`src/rtl/cpu_step_ctrl.sv`:
```
// cpu_step_ctrl
//   Fast-clock consumer of the divided slow clock on the board-test build.
//   It turns rising edges of the slow clock (RUN mode) or debounced
//   step-button presses (STEP mode) into single-cycle cpu_en pulses that gate
//   the single-cycle core. It honours the core's halt request and counts the
//   pulses it issues, for display.
//
// Ports
//   clk          in   system clock; all logic is on posedge
//   rst_n        in   asynchronous, active-low reset
//   slow_clk_in  in   divided clock, treated as an asynchronous level
//   btn_step     in   raw, bouncy step push-button (1 = pressed)
//   mode_run     in   switch: 1 = free-run on the slow clock, 0 = single-step
//   halt_req     in   core halt request; a level, synchronous to clk
//   cpu_en       out  one-cycle clock-enable pulse to the core
//   step_count   out  number of cpu_en pulses issued since reset (wraps)
//   state        out  FSM state: 00 STEP, 01 RUN, 11 HALT
//   halted       out  1 while state == HALT
module cpu_step_ctrl #(
  parameter int DEB_W = 20,
  parameter int DEB_M = 1_000_000,
  parameter int CNT_W = 16
) (
  input  logic             clk,
  input  logic             rst_n,
  input  logic             slow_clk_in,
  input  logic             btn_step,
  input  logic             mode_run,
  input  logic             halt_req,
  output logic             cpu_en,
  output logic [CNT_W-1:0] step_count,
  output logic [1:0]       state,
  output logic             halted
);

  typedef enum logic [1:0] {
    ST_STEP = 2'b00,
    ST_RUN  = 2'b01,
    ST_HALT = 2'b11
  } state_e;

  // Last count value before btn_db is allowed to follow btn_s2.
  localparam logic [DEB_W-1:0] DEB_LAST = DEB_W'(DEB_M - 1);

  state_e           st;
  logic             slow_s1, slow_s2, slow_prev;
  logic             btn_s1, btn_s2;
  logic             mode_s1, mode_s2;
  logic [DEB_W-1:0] deb_cnt;
  logic             btn_db;
  logic             press;
  logic             tick;

  // Two-flop synchronisers for the three asynchronous inputs, plus the
  // previous-value flop for slow-clock edge detection.
  always_ff @(posedge clk or negedge rst_n) begin
    if (!rst_n) begin
      slow_s1   <= 1'b0;
      slow_s2   <= 1'b0;
      slow_prev <= 1'b0;
      btn_s1    <= 1'b0;
      btn_s2    <= 1'b0;
      mode_s1   <= 1'b0;
      mode_s2   <= 1'b0;
    end else begin
      slow_s1   <= slow_clk_in;
      slow_s2   <= slow_s1;
      slow_prev <= slow_s2;
      btn_s1    <= btn_step;
      btn_s2    <= btn_s1;
      mode_s1   <= mode_run;
      mode_s2   <= mode_s1;
    end
  end

  // A level held high produces a single tick, since prev catches up one
  // cycle later.
  assign tick = slow_s2 & ~slow_prev;

  // Debounce: btn_db follows btn_s2 only after DEB_M consecutive cycles of
  // disagreement. Any agreeing cycle restarts the count. press is registered
  // and is high for the single cycle after btn_db goes 0->1.
  always_ff @(posedge clk or negedge rst_n) begin
    if (!rst_n) begin
      deb_cnt <= '0;
      btn_db  <= 1'b0;
      press   <= 1'b0;
    end else begin
      press <= 1'b0;
      if (btn_s2 == btn_db) begin
        deb_cnt <= '0;
      end else if (deb_cnt == DEB_LAST) begin
        deb_cnt <= '0;
        btn_db  <= btn_s2;
        press   <= btn_s2;
      end else begin
        deb_cnt <= deb_cnt + 1'b1;
      end
    end
  end

  // Control FSM. Within a cycle, halt_req wins over a mode change, and a
  // mode change wins over tick/press. A mode change drops a coincident tick.
  // cpu_en is high only for one cycle after a tick or press, so it cannot
  // assert in two consecutive cycles.
  always_ff @(posedge clk or negedge rst_n) begin
    if (!rst_n) begin
      st     <= ST_STEP;
      cpu_en <= 1'b0;
    end else begin
      cpu_en <= 1'b0;
      unique case (st)
        ST_STEP: begin
          if (halt_req)     st     <= ST_HALT;
          else if (mode_s2) st     <= ST_RUN;
          else if (press)   cpu_en <= 1'b1;
        end
        ST_RUN: begin
          if (halt_req)      st     <= ST_HALT;
          else if (!mode_s2) st     <= ST_STEP;
          else if (tick)     cpu_en <= 1'b1;
        end
        ST_HALT: begin
          // A press leaves HALT but is consumed without a pulse.
          if (press && !halt_req) st <= ST_STEP;
        end
        default: st <= ST_STEP;
      endcase
    end
  end

  // Counts pulses actually delivered. A pulse cut short by reset is never
  // counted, because reset clears both registers together.
  always_ff @(posedge clk or negedge rst_n) begin
    if (!rst_n)      step_count <= '0;
    else if (cpu_en) step_count <= step_count + 1'b1;
  end

  assign state  = st;
  assign halted = (st == ST_HALT);

endmodule

```
`config.mk`:
```
export PLATFORM = sky130hd
export DESIGN_NAME = cpu_step_ctrl
export DESIGN_NICKNAME = d
export VERILOG_FILES = /design/src/rtl/cpu_step_ctrl.sv
export SDC_FILE = /design/constraint.sdc
export NUM_CORES = 1
export LEC_CHECK = 0
export CAP_MARGIN = 15
export CORE_MARGIN = 1.5
export CORE_UTILIZATION = 50
export CTS_BUF_LIST = sky130_fd_sc_hd__clkbuf_16
export DETAILED_ROUTE_END_ITERATION = 10
export PLACE_DENSITY_LB_ADDON = 0.15
export SYNTH_ARGS = -nofsm -noshare
export SYNTH_HDL_FRONTEND = slang
export SYNTH_SLANG_ARGS = --single-unit
```
`constraint.sdc`:
```
create_clock -name clk -period 2.4 [get_ports clk]
set_input_delay 0.6 -clock clk [delete_from_list [all_inputs] [get_ports clk]]
set_output_delay 0.6 -clock clk [all_outputs]
set_load 0.02 [all_outputs]
```
==> results.toml, run 1 <==
[grt]
grt_pass1_wl_um = 6820
grt_usage = 0.200
grtUsageMet2 = 0.322
antenna_found_initial = 0
busiest_layer = "met2"
grt_overflow = 0
use_met1 = 0.249
use_met3 = 0.0543
grt_pass1_vias = 1542
grt_max_degree = 22

[routing]
vias_per_cell = 5.53
wl_per_cell_um = 14.1
drc = 0
dr.pass1.iters = 4
drt_iter0_drc = 45
drt_wl_total_um = 3800
ant_nets = 0
dr_total_vias = 1494

[clock_network]
cts_post_setup_buffers_inserted = 0
clk_latency_ns = 0.29
cts_made_buffers = 5
clk_pin_slew_ns = 0.07
root_buffer = "clkbuf_16"
clock_sinks = 48
postCtsHoldBufs = 0
cts_tree = "yes"
htree_levels = 2
clockBufferDepth = 2
cts.repair.resized = 0

[timing]
post-route-period-util = 0.877
rsz0062_at_grt = "false"
finalCriticalPeriod_ns = 2.10
hold_violations = 0
tightest_slew_ns = 0.364
worst_slack_ns = 0.295
drv_slew = 0
fmax_mhz = 475
setup_viol = 0
slew_headroom = 0.755
skew_ns = 0.00863
tns_ns = 0

[cells_and_area]
nets = 227
largest_reg_flops = 20
area_delta_synth_final_pct = 22.4
utilization = 0.644
post-route-cell-area_um2 = 2590
layout-drive-gt1-share = 0.123
final_common_cell = "dfrtp_1"
regMostFlops = "deb_cnt"
final_cell_mix = "dfrtp_1, clkdlybuf4s50_1, nor2_1, xnor2_1, xor2_1"
num_antenna_cells = 0
n_fill_cell = 323

[logic_synthesis]
syn_avg_cell_area_um2 = 11.5
yosys.area_share.simple = 0.227
synth_seq_area_share = 0.567
synth_warnings = 0
synth_area_um2 = 2120
ys_types = 33
syn_inst = 185
synthesis.nets = 193
ys_ff_latch = 48
synth_compound_area_frac = 0.0325
synthXorXnorAreaFrac = 0.128
synth_top_family_by_area = "simple AND/OR/NAND/NOR gates"
muxShareOfSynthArea = 0.0171
synthAdderAreaFrac = 0.0118

[critical_path]
crit_required_ns = 1.80
cp-start-kind = "register"
crit_slowest_cell = "clkdlybuf4s50_1"
crit_type = "register to primary output"
path_cells = "and2_1 > clkdlybuf4s50_1"
cp_num_buf_inv = 1
cp_max_fo = 7
critPathTopFamily = "buffers and inverters"
arrival_ns = 1.50
worstSetupEndpointType = "primary output"
slowest_delay_ns = 0.60

[die]
die_x_um = 68.1
start_util = 0.526
die_area_um2 = 4640
dieHeight_um = 68.1
core-area_um2 = 4030
row_count = 23
num_io_pins = 26

[power]
ir_drop_v = 0.000355
power_mw = 1.84
powerDensity_nw_per_um2 = 711
leakage_nw = 1.11

[placed_design]
dp_slack_ns = 0.613
gp_congestion = 0.805
hpwl_um = 2730
port_buffers = 25
post_dp_cell_area_um2 = 2440

[status]
status = "complete, no violations"

[job]
maxCapViolations = 0

[worst_hold_path]
hp-class = "input pin to asynchronous set/reset pin"
[cell usage after synthesis (all sizes together)]
cell	n	area share
o21ai	2	0.0065
buf	1	0.0024
and2	2	0.0059
o31a	1	0.0041
o221ai	2	0.0083
nor2	22	0.039
and4bb	2	0.012
nand4	12	0.041
dfrtp	48	0.57
or4	1	0.0053
nor3	11	0.028
and3	5	0.016
a31o	1	0.0041
nand4b	1	0.0041
ha	2	0.012
nand3	5	0.014
nor3b	1	0.0035
a21oi	4	0.0094
inv	8	0.014
xor2	13	0.054
nor4	6	0.024
nand2	10	0.018
and4	4	0.017
mux2	2	0.012
xnor2	18	0.074
mux2i	1	0.0047
[cells by family (layout without fill, tap and decap cells)]
kind of cell / after synthesis / in the layout
xor+xnor: 31 / 31
fa+ha+maj: 2 / 2
simple gates: 82 / 82
mux: 3 / 3
compound gates: 10 / 10
flops: 48 / 48
buf+inv: 9 / 44
[final timing paths]
| path | startpoint | to | slack (ns) | cells after the start |
|---|---|---|---|---|
| max | state[1] | halted | 0.30 | 2 |
| min | rst_n | step_count[9] | 0.17 | 1 |
| max reg2reg | deb_cnt[13] | btn_db | 0.64 | 4 |
| min reg2reg | mode_s1 | mode_s2 | 0.35 | 0 |
| max in group asynchronous | rst_n | deb_cnt[14] | 1.67 | 2 |
| min in group clk | mode_s1 | mode_s2 | 0.35 | 0 |
[through the flow]
stage               cells  hold slack, ns
floorplan             185           0.304
global placement      262           0.333
detailed placement    262           0.336
CTS                   270           0.179
global route          270           0.182
finish                270           0.172
[per-layer routing]
metal / wire length, um / vias up / part of all wire
li1: - / 721 / -
met1: 1660 / 731 / 0.44
met2: 1910 / 32 / 0.50
met3: 132 / 10 / 0.035
met4: 94 / 0 / 0.025
met5: 0 / - / 0
[report_power, final]
part | internal [mW] | total [mW] | switching (mW) | leakage, nW
Sequential | 0.854 | 0.911 | 0.0572 | 0.641
Clock | 0.387 | 0.683 | 0.296 | 0.0660
Combinational | 0.125 | 0.250 | 0.125 | 0.401
[worst reg2reg max path: cells and delay by family (launching register included)]
family / cells / cell delay [ns]
simple gates: 3 / 0.92
mux: 1 / 0.31
flops: 1 / 0.43
[layout make-up]
| type | count | area, um^2 | share of cell area |
|---|---|---|---|
| flip-flops and latches | 48 | 1200 | 0.463 |
| multi-input cells | 128 | 883 | 0.341 |
| repair buffers | 28 | 268 | 0.103 |
| clock buffers | 5 | 125 | 0.0482 |
| well taps | 50 | 62.6 | 0.0241 |
| inverters | 8 | 30.0 | 0.0116 |
| clock inverters | 3 | 23.8 | 0.00917 |
(Power assumes the default switching activity.)
==> run 2: changes to the inputs <==
ABC_AREA = 1   (was not set)
CTS_CLUSTER_SIZE = 20   (was not set)
REMOVE_ABC_BUFFERS = 1   (was not set)
==> run 2 against run 1 <==
- synthesized cell count rose by 38%
- core utilization fell by 0.46 points
- largest cell class unchanged
- via count grew 13%
- largest power group unchanged
==> results.toml, run 2 <==
[cells_and_area]
final_cell_mix = "dfrtp_1, nand2_1, nor2_1, inv_1, clkdlybuf4s50_1"
nets = 296
largest_reg_flops = 20
area_delta_synth_final_pct = 21.2
layout-drive-gt1-share = 0.138
fin_cells = 341
num_antenna_cells = 0
final_common_cell = "dfrtp_1"
utilization = 0.639
regMostFlops = "deb_cnt"
n_fill_cell = 368

[logic_synthesis]
ys_ff_latch = 48
synth_flop_cell = "dfrtp_1"
netlist.area_leader.share = 0.516
syn_avg_cell_area_um2 = 9.13
ys_types = 26
synthMostInstantiatedCell = "dfrtp_1"
ys_top_cells_by_count = "dfrtp_1, nand2_1, nor2_1"
synth_seq_area_share = 0.516
synth_area_leaders = "dfrtp_1, nand2_1, nor2_1"
synth_warnings = 0
syn_inst = 255
yosysTopAreaCell = "dfrtp_1"
synth_area_um2 = 2330
synth_edf_count = 0
synth-async-reset-ratio = 1.00

[status]
status = "complete, no violations"

[clock_network]
cts_post_setup_buffers_inserted = 0
clk_latency_ns = 0.29
cts_made_buffers = 5
clock_sinks = 48
clk_pin_slew_ns = 0.06
cts.repair.resized = 0
cts_tree = "yes"
htree_levels = 2
root_buffer = "clkbuf_16"
postCtsHoldBufs = 0
clockBufferDepth = 2

[power]
p_clk_frac = 0.393
switching_share = 0.238
leakage_nw = 1.25
ir_drop_v = 0.000444
p_switching_mw = 0.461
p_comb_frac = 0.141
power_mw = 1.93
seqPwrFrac = 0.466
internal-power_mw = 1.47
powerDensity_nw_per_um2 = 685

[placed_design]
gp_congestion = 0.923
numPlacedInstances = 333
port_buffers = 25
hpwl_um = 2990

[grt]
grt_max_degree = 26
grt_usage = 0.186
grt_pass1_vias = 1600
grt_pass1_wl_um = 7320
grt_overflow = 0
antenna_found_initial = 0

[timing]
drv_slew = 0
rsz0062_at_grt = "false"
tightest_slew_ns = 0.561
hold_violations = 0
fmax_mhz = 505
post-route-period-util = 0.826
skew_ns = 0.00685
tns_ns = 0
slew_headroom = 0.626
finalCriticalPeriod_ns = 1.98
setup_viol = 0

[die]
start_util = 0.527
num_io_pins = 26
row_count = 24
die_x_um = 71.2
die_area_um2 = 5070
core-area_um2 = 4410
dieHeight_um = 71.2

[routing]
ant_nets = 0
drt_iter0_drc = 102
vias_per_cell = 4.94
drc = 0
dr.pass1.iters = 4
drt_wl_total_um = 4020
wl_per_cell_um = 11.8
dr_total_vias = 1683

[critical_path]
crit_start = "state[1]"
crit_required_ns = 1.80
cp-start-kind = "register"
ff2ff_path_depth = 6
reg2reg_to = "deb_cnt[9]"
reg2reg_slack_ns = 0.92
reg2reg_from = "deb_cnt[0]"
worstSetupEndpointType = "primary output"
cp_max_fo = 4
crit_type = "register to primary output"
arrival_ns = 1.38

[worst_hold_path]
hp-class = "input pin to asynchronous set/reset pin"

[job]
maxCapViolations = 0
run 2: how the worst max path moves through the flow:
| stage | to | slack, ns | depth (start not counted) |
|---|---|---|---|
| 2_1_floorplan | step_count[14] | 1.01 | 8 |
| 3_3_place_gp | cpu_en | 0.73 | 1 |
| 3_5_place_dp | halted | 0.72 | 3 |
| 4_1_cts | halted | 0.41 | 3 |
| 5_1_grt | halted | 0.32 | 3 |
| 6_report | halted | 0.42 | 3 |
run 2: layout make-up:
type | instances | area, um^2 | share of cell area
inverters | 28 | 105 | 0.0373
multi-input cells | 179 | 1020 | 0.362
clock inverters | 3 | 38.8 | 0.0137
repair buffers | 26 | 265 | 0.0940
well taps | 52 | 65.1 | 0.0231
flip-flops and latches | 48 | 1200 | 0.426
clock buffers | 5 | 125 | 0.0443
run 2: through the flow:
step           setup slack, ns  cell area (um^2)  hold WS [ns]
6_report                 0.418              2820         0.306
5_1_grt                  0.324              2820         0.354
4_1_cts                  0.406              2820         0.326
3_5_place_dp             0.718              2660         0.337
3_3_place_gp             0.731              2660         0.332
2_1_floorplan             1.01              2330         0.304
run 2: layer usage:
| metal | up-vias | wire length [um] | track usage |
|---|---|---|---|
| li1 | 862 | - | - |
| met4 | 0 | 61 | 0.0629 |
| met1 | 785 | 1930 | 0.250 |
| met3 | 6 | 164 | 0.0506 |
| met5 | - | 0 | 0 |
| met2 | 30 | 1860 | 0.295 |
run 2: kinds of logic (layout without fill, tap and decap cells):
logic type                 after synthesis  after routing  synth area share
buffers and inverters                   28             62            0.0452
and+or+nand+nor                        146            146             0.316
AOI/OAI and AO/OA                        8              8            0.0215
adders and majority gates                2              2            0.0108
DFF                                     48             48             0.516
muxes                                    1              1           0.00484
xor gates and xnor gates                22             22            0.0860
run 2: worst max-delay path: stages, from the launching register on:
cell and delay (ns):
dfrtp_1 0.38, nand2_1 0.07, inv_1 0.06, clkdlybuf4s50_1 0.59
run 2: power groups by stage:
| stage | sequential (mW) | clock (mW) | combinational, mW |
|---|---|---|---|
| after global routing | 0.907 | 0.820 | 0.299 |
| after floorplan | 0.956 | 0 | 0.0968 |
| after detailed placement | 0.915 | 0 | 0.277 |
| after global placement | 0.912 | 0 | 0.275 |
| final | 0.900 | 0.760 | 0.273 |
| after CTS | 0.900 | 0.788 | 0.277 |
